**src/rtl/fifo_pkg.sv**
```systemverilog
// rtl/fifo_pkg.sv - shared constants and pointer helper for the FIFO read controller
package fifo_pkg;

    localparam int BUF_DEPTH = 3;
    localparam int PTR_W     = 2;
    localparam int OCC_W     = 2;
    localparam int CNT_WIDTH = 16;

    // Advance a buffer pointer, wrapping after the last entry
    function automatic logic [PTR_W-1:0] ptr_inc(input logic [PTR_W-1:0] p);
        return (p == PTR_W'(BUF_DEPTH - 1)) ? '0 : p + 1'b1;
    endfunction

endpackage

```
**src/rtl/fifo_rd_skid.sv**
```systemverilog
// rtl/fifo_rd_skid.sv - 3-entry output buffer with head/tail pointers and occupancy
module fifo_rd_skid
    import fifo_pkg::*;
#(
    parameter int DATA_WIDTH = 8
) (
    input  logic                  clk,
    input  logic                  rst_n,
    input  logic                  push,
    input  logic [DATA_WIDTH-1:0] push_data,
    input  logic                  ready,
    output logic                  valid,
    output logic [DATA_WIDTH-1:0] data,
    output logic [OCC_W-1:0]      occ
);

    logic [DATA_WIDTH-1:0] mem [BUF_DEPTH];
    logic [PTR_W-1:0]      head;
    logic [PTR_W-1:0]      tail;
    logic                  pop;

    // The head is only consumed when a word is actually presented
    assign pop   = valid && ready;
    assign valid = (occ != '0);
    assign data  = mem[head];

    // Capture at the tail, release at the head; occupancy tracks the difference
    always_ff @(posedge clk or negedge rst_n) begin
        if (!rst_n) begin
            for (int i = 0; i < BUF_DEPTH; i++) begin
                mem[i] <= '0;
            end
            head <= '0;
            tail <= '0;
            occ  <= '0;
        end else begin
            if (push) begin
                mem[tail] <= push_data;
                tail      <= ptr_inc(tail);
            end
            if (pop) begin
                head <= ptr_inc(head);
            end
            occ <= occ + OCC_W'(push) - OCC_W'(pop);
        end
    end

endmodule

```
**src/rtl/fifo_rd_ctrl.sv**
```systemverilog
// rtl/fifo_rd_ctrl.sv - FIFO read controller with output buffer; FIFO_RD_CTRL_CNT_EN adds rd_count
module fifo_rd_ctrl
    import fifo_pkg::*;
#(
    parameter int DATA_WIDTH = 8
) (
    input  logic                  clk,
    input  logic                  rst_n,
    input  logic                  fifo_empty,
    output logic                  fifo_rd_en,
    input  logic [DATA_WIDTH-1:0] fifo_rd_data,
    output logic                  m_valid,
    input  logic                  m_ready,
    output logic [DATA_WIDTH-1:0] m_data
`ifdef FIFO_RD_CTRL_CNT_EN
    ,
    output logic [CNT_WIDTH-1:0]  rd_count
`endif
);

    logic             infl;
    logic             active;
    logic [OCC_W-1:0] occ;

    // Reads are issued from registered state only: buffer space counts the word already in flight,
    // and active holds reads off until the first clock edge after reset release
    assign fifo_rd_en = active && !fifo_empty && ((3'(occ) + 3'(infl)) <= 3'd2);

    // Track the read issued last cycle so its data is captured one edge later
    always_ff @(posedge clk or negedge rst_n) begin
        if (!rst_n) begin
            active <= 1'b0;
            infl   <= 1'b0;
        end else begin
            active <= 1'b1;
            infl   <= fifo_rd_en;
        end
    end

    fifo_rd_skid #(
        .DATA_WIDTH (DATA_WIDTH)
    ) u_skid (
        .clk       (clk),
        .rst_n     (rst_n),
        .push      (infl),
        .push_data (fifo_rd_data),
        .ready     (m_ready),
        .valid     (m_valid),
        .data      (m_data),
        .occ       (occ)
    );

`ifdef FIFO_RD_CTRL_CNT_EN
    // Count accepted output words, holding at the maximum value
    always_ff @(posedge clk or negedge rst_n) begin
        if (!rst_n) begin
            rd_count <= '0;
        end else if (m_valid && m_ready && (rd_count != {CNT_WIDTH{1'b1}})) begin
            rd_count <= rd_count + 1'b1;
        end
    end
`else
`endif

endmodule

```
**config.mk**
```make
export PLATFORM = sky130hd
export DESIGN_NAME = fifo_rd_ctrl
export DESIGN_NICKNAME = d
export VERILOG_FILES = /design/src/rtl/fifo_pkg.sv /design/src/rtl/fifo_rd_skid.sv /design/src/rtl/fifo_rd_ctrl.sv
export SDC_FILE = /design/constraint.sdc
export NUM_CORES = 1
export LEC_CHECK = 0
export CAP_MARGIN = 0
export CORE_MARGIN = 5
export CORE_UTILIZATION = 50
export CTS_BUF_LIST = sky130_fd_sc_hd__clkbuf_4 sky130_fd_sc_hd__clkbuf_8
export DETAILED_ROUTE_END_ITERATION = 10
export PLACE_DENSITY = 0.78
export SLEW_MARGIN = 20
export SYNTH_ARGS = -nofsm -noshare
export SYNTH_HDL_FRONTEND = slang
export SYNTH_HIERARCHICAL = 1
export SYNTH_SLANG_ARGS = --single-unit
```
**constraint.sdc**
```tcl
create_clock -name clk -period 1.5 [get_ports clk]
set_input_delay 0.3 -clock clk [delete_from_list [all_inputs] [get_ports clk]]
set_output_delay 0.3 -clock clk [all_outputs]
set_load 0.05 [all_outputs]
```
# After elaboration in Yosys (flattened, before gate mapping)
# Cells that the tools add are included.
# word_totals
register_bits	32
latch_bits	0
ram_bits	0
mem_bits_ro	0
inputBits	12
out_inout_bits	10
word_cells	35
n_memories	0
# classes
n_addsub	5
n_mul	0
div	0
magnitude_cmp	4
eq_ne	2
shifts	0
muxes	8
bitwise	2
n_reduce_logical	6
# op_table
op	count
bitwise mux 24 bit	1
2-to-1 mux 8 bit	3
binary-select mux 8 bit (select 2 bit)	1
demux 8 bit (select 2 bit)	1
greater-or-equal comparator 3 bit (second input constant)	2
NOT 2 -> 3 bit	2
adder 2 x 1 -> 2 bit (second input constant)	2
== test 2 bit (second input constant)	2
logical AND 1 bit	4
2-to-1 mux 2 bit	2
adder 2 x 1 -> 3 bit	1
less-or-equal comparator 3 x 2 -> 1 bit (second input constant)	1
< comparator 3 x 1 -> 1 bit (second input constant)	1
adder 2 x 1 -> 2 bit	1
nonzero test 2 bit	1
subtractor 2 x 1 -> 2 bit	1
logical NOT 1 bit	1

# Logic depth before layout (Yosys ltp)
# depth
depth_word	6
mapped_depth	7
mapped_depth_nobuf	7

# Hierarchy
# Netlist, hierarchy kept.
# modules_own_cells
mod	n_inst	cells_per_inst	area_per_inst_um2	seq_area_each_um2
fifo_rd_skid	1	92	1335.0	750.7
fifo_rd_ctrl	1	11	125.1	50.0

# Worst setup path before layout
# OpenSTA, ideal clock, no wires.
# synth_path
path_type	register to output
start	register u_skid.head[1]
end	output m_data[0]
arrival_time_ns	1.456
required_ns	1.200
setup_slack_ns	-0.256
stages_incl_launch_ff	4
n_path_buf	1
path_cell_list	dfrtp_1 buf_2 mux2i_1 o2bb2ai_1
# synth_via
elab_chain_len	4
# synth_lines
item	line	source
start, declared	fifo_rd_skid.sv:18	logic [PTR_W-1:0] head;
start signal, assigned	fifo_rd_skid.sv:42	head <= ptr_inc(head);
NOT 2 -> 3 bit (not written as such)	fifo_rd_skid.sv:25	assign data = mem[head];
binary-select mux 8 bit (select 2 bit)	fifo_rd_skid.sv:25	
2-to-1 mux 8 bit (not written as such) (2 in a row)	fifo_rd_skid.sv:25	
end, declared	fifo_rd_ctrl.sv:14	output logic [DATA_WIDTH-1:0] m_data
# Every way passes these cells. The select of a mux whose other input is x is not followed.

# Final worst setup path
# layout_path
start	register u_skid.occ[0]
end	output fifo_rd_en
# layout_via
elab_chain_len	3
# layout_lines
item	line	source
start, declared	fifo_rd_skid.sv:14	output logic [OCC_W-1:0] occ
start signal, assigned	fifo_rd_skid.sv:44	occ <= occ + OCC_W'(push) - OCC_W'(pop);
adder 2 x 1 -> 3 bit	fifo_rd_ctrl.sv:27	assign fifo_rd_en = active && !fifo_empty && ((3'(occ) + 3'(infl)) <= 3'd2);
less-or-equal comparator 3 x 2 -> 1 bit	fifo_rd_ctrl.sv:27	
logical AND 1 bit	fifo_rd_ctrl.sv:27	
end, declared	fifo_rd_ctrl.sv:10	output logic fifo_rd_en,
# Every way passes these cells.

==> impl_results.md <==
- Period Utilization, post-route: 134%
- Std cell rows: 19
- P&R area growth vs syn: 55.7%
- Max Cap Violations: 0
- Final wirelength: between 3000 and 4000 um
- CTS max path bufs: 2
- Clk pin slew, worst setup/hold paths: ~0.10 ns
- Synthesized area: 1460 um2
- Port Buffers: 21
- CTS Sinks: 32
- Worst Path Required: 1.20 ns
- Layout cells sized above 1: between 60 and 70%
- Post-synth top area share: 54.8%
- Top FF cell, synth: dfrtp_1
- CTS tree: done
- Synthesized flop and latch total: 32
- # nets final: approximately 160
- DRT Pass-1 Iters: 4
- CTS root buffer: clkbuf_4
- First-pass GRT wire length: roughly 5400 um
- RSZ-0062 raised after global routing: true
- CTS Buf Count: 5
- Final worst setup slack: -0.506 ns
- Die height: 64.0 um
- Syn_nets: 120
- N_diodes: 0
- Max FO, Critical Path: 2
- Largest net degree at the start of global routing: 33
- Critical Path Sink Type: output pin
- Status: complete, but fails checks
- Clk_lat worst skew: 0.33 ns
- Syn Inst Count: roughly 100
- Area contributors post-synth: dfrtp_1 (55%), mux2_2 (20%), mux2i_1 (5.5%), o2bb2ai_1 (4.8%), ha_1 (4.3%)
- Yosys warning count: 6
- Routed Antenna Nets: 0
- Syn_area_per_cell: approximately 14 um2
- Starting Density: between 50% and 60%
- Synth area leader: dfrtp_1
- Fmax achieved: 0.498 GHz
- Post-synth EDFFs: 0
- Core area: 2780 um2
- Post-synth ARST share: between 90% and 100%
- # setup viols final: 12
- Iter 0 DRT Violations: 44
- GRT Util Overall: about 17%
- Gpl congestion: around 0.70
- Fin crit period: 2.01 ns
- Vias in the first global route: 1130
- Hold Slack: about 0.32 ns
- DR WL/cell: just under 20 um
- Register area share after synthesis: 54.8%
- Final hold vios: 0
- Full die area: 4100 um2
- Vias: 967
- Hold Path Class: in -> async
- Violated checks: setup timing
- Fin. max-slew vios: 0
- Vias per cell: 5.46
- DRC Markers: 0
- Commonest cells in the netlist: dfrtp_1 (32), mux2_2 (26), mux2i_1 (8), o2bb2ai_1 (8), inv_1 (7)
- Die X: between 60 and 70 um
- Setup crit start kind: flop
- Io pins: 22
- Initial antenna violation count: 0
- H-Tree Depth: 2
- Worst Skew: around 0.010 ns
- DPL Wire Length: approximately 2100 um
- Distinct cell type count after synthesis: 20
- Worst EP arrival: 1.71 ns
- Global route overflow: 0
- WS Path Type: reg -> out
- Top-count cell post-synth: dfrtp_1
- Worst Reg2Reg Path Length in Cells: 10
==> routing by layer <==
metal | wire (um) | track usage (%)
met2 | 2010 | 29.1
met4 | 36 | 6.75
met3 | 130 | 5.60
met5 | 0 | 0
met1 | 1310 | 20.7
==> what timing repair did <==
| action | 4_1_cts | 5_1_grt |
|---|---|---|
| hold buffers | 0 | 0 |
| resized for setup | 17 | 25 |
| pin swaps | 12 | 6 |
| endpoints found under the setup margin | 11 | 19 |
| buffers inserted | 6 | 5 |
==> final cells by class <==
class / count / area [um2]
Fill cell: 133 / 508
Clock buffer: 7 / 65.1
Timing Repair Buffer: 39 / 490
Inverter: 7 / 26.3
Multi-Input combinational cell: 61 / 851
Tap cell: 31 / 38.8
Sequential cell: 32 / 802
==> sequential cells by signal (all words and copies together), names as in the netlist <==
register	count
u_skid/head	2
u_skid/mem	24
u_skid/occ	2
infl	1
active	1
u_skid/tail	2
==> critical path, cell delays in order, from the launching register on <==
cell	delay (ns)
dfrtp_1	0.40
ha_2	0.20
inv_2	0.07
ha_4	0.19
nor3b_4	0.14
o211a_4	0.24
buf_12	0.15
==> cell usage in the layout (no fill, tap or decap), drive strengths merged, types with 2 or more instances in the layout <==
master         count
buf               28
clkbuf             7
clkdlybuf4s50     11
dfrtp             32
ha                 5
inv                7
mux2              26
mux2i              8
nand3b             2
nor3b              2
o21ai              2
o2bb2ai            8
xnor2              2
==> cells by family after synthesis <==
logic type | Yosys count | share of synthesized area [%]
muxes | 34 | 25.5
adders and majority gates | 5 | 4.28
and+or+nand+nor | 7 | 4.54
DFF | 32 | 54.8
AOI/OAI and AO/OA | 12 | 6.68
buffers and inverters | 10 | 2.66
other | 1 | 0.257
xor gates and xnor gates | 2 | 1.20
==> worst paths after layout <==
kind | startpoint | to | slack, ns
worst max-delay path | u_skid/occ[0] | fifo_rd_en | -0.51
worst min-delay path | rst_n | u_skid/occ[0] | 0.32
worst max register to register | u_skid/occ[1] | u_skid/occ[1] | -0.30
worst min register to register | u_skid/mem[19] | u_skid/mem[19] | 0.53
max in group asynchronous | rst_n | u_skid/mem[8] | 1.00
min in group clk | u_skid/mem[19] | u_skid/mem[19] | 0.53
==> through the flow <==
step           utilization, %  setup TNS, ns  instances  setup WS (ns)  area (um2)
5_1_grt                  81.7          -3.60        177         -0.564        2270
6_report                 81.7          -2.74        177         -0.506        2270
3_5_place_dp             70.3         -0.451        165         -0.213        1960
2_1_floorplan               -         -0.123        103         -0.123        1520
4_1_cts                  76.8          -2.66        178         -0.501        2140
3_3_place_gp             70.3         -0.330        165         -0.162        1960
Power is left out: the tool's default activity adds up to more than one toggle a clock period on the data nets, which glitch-free logic cannot reach.
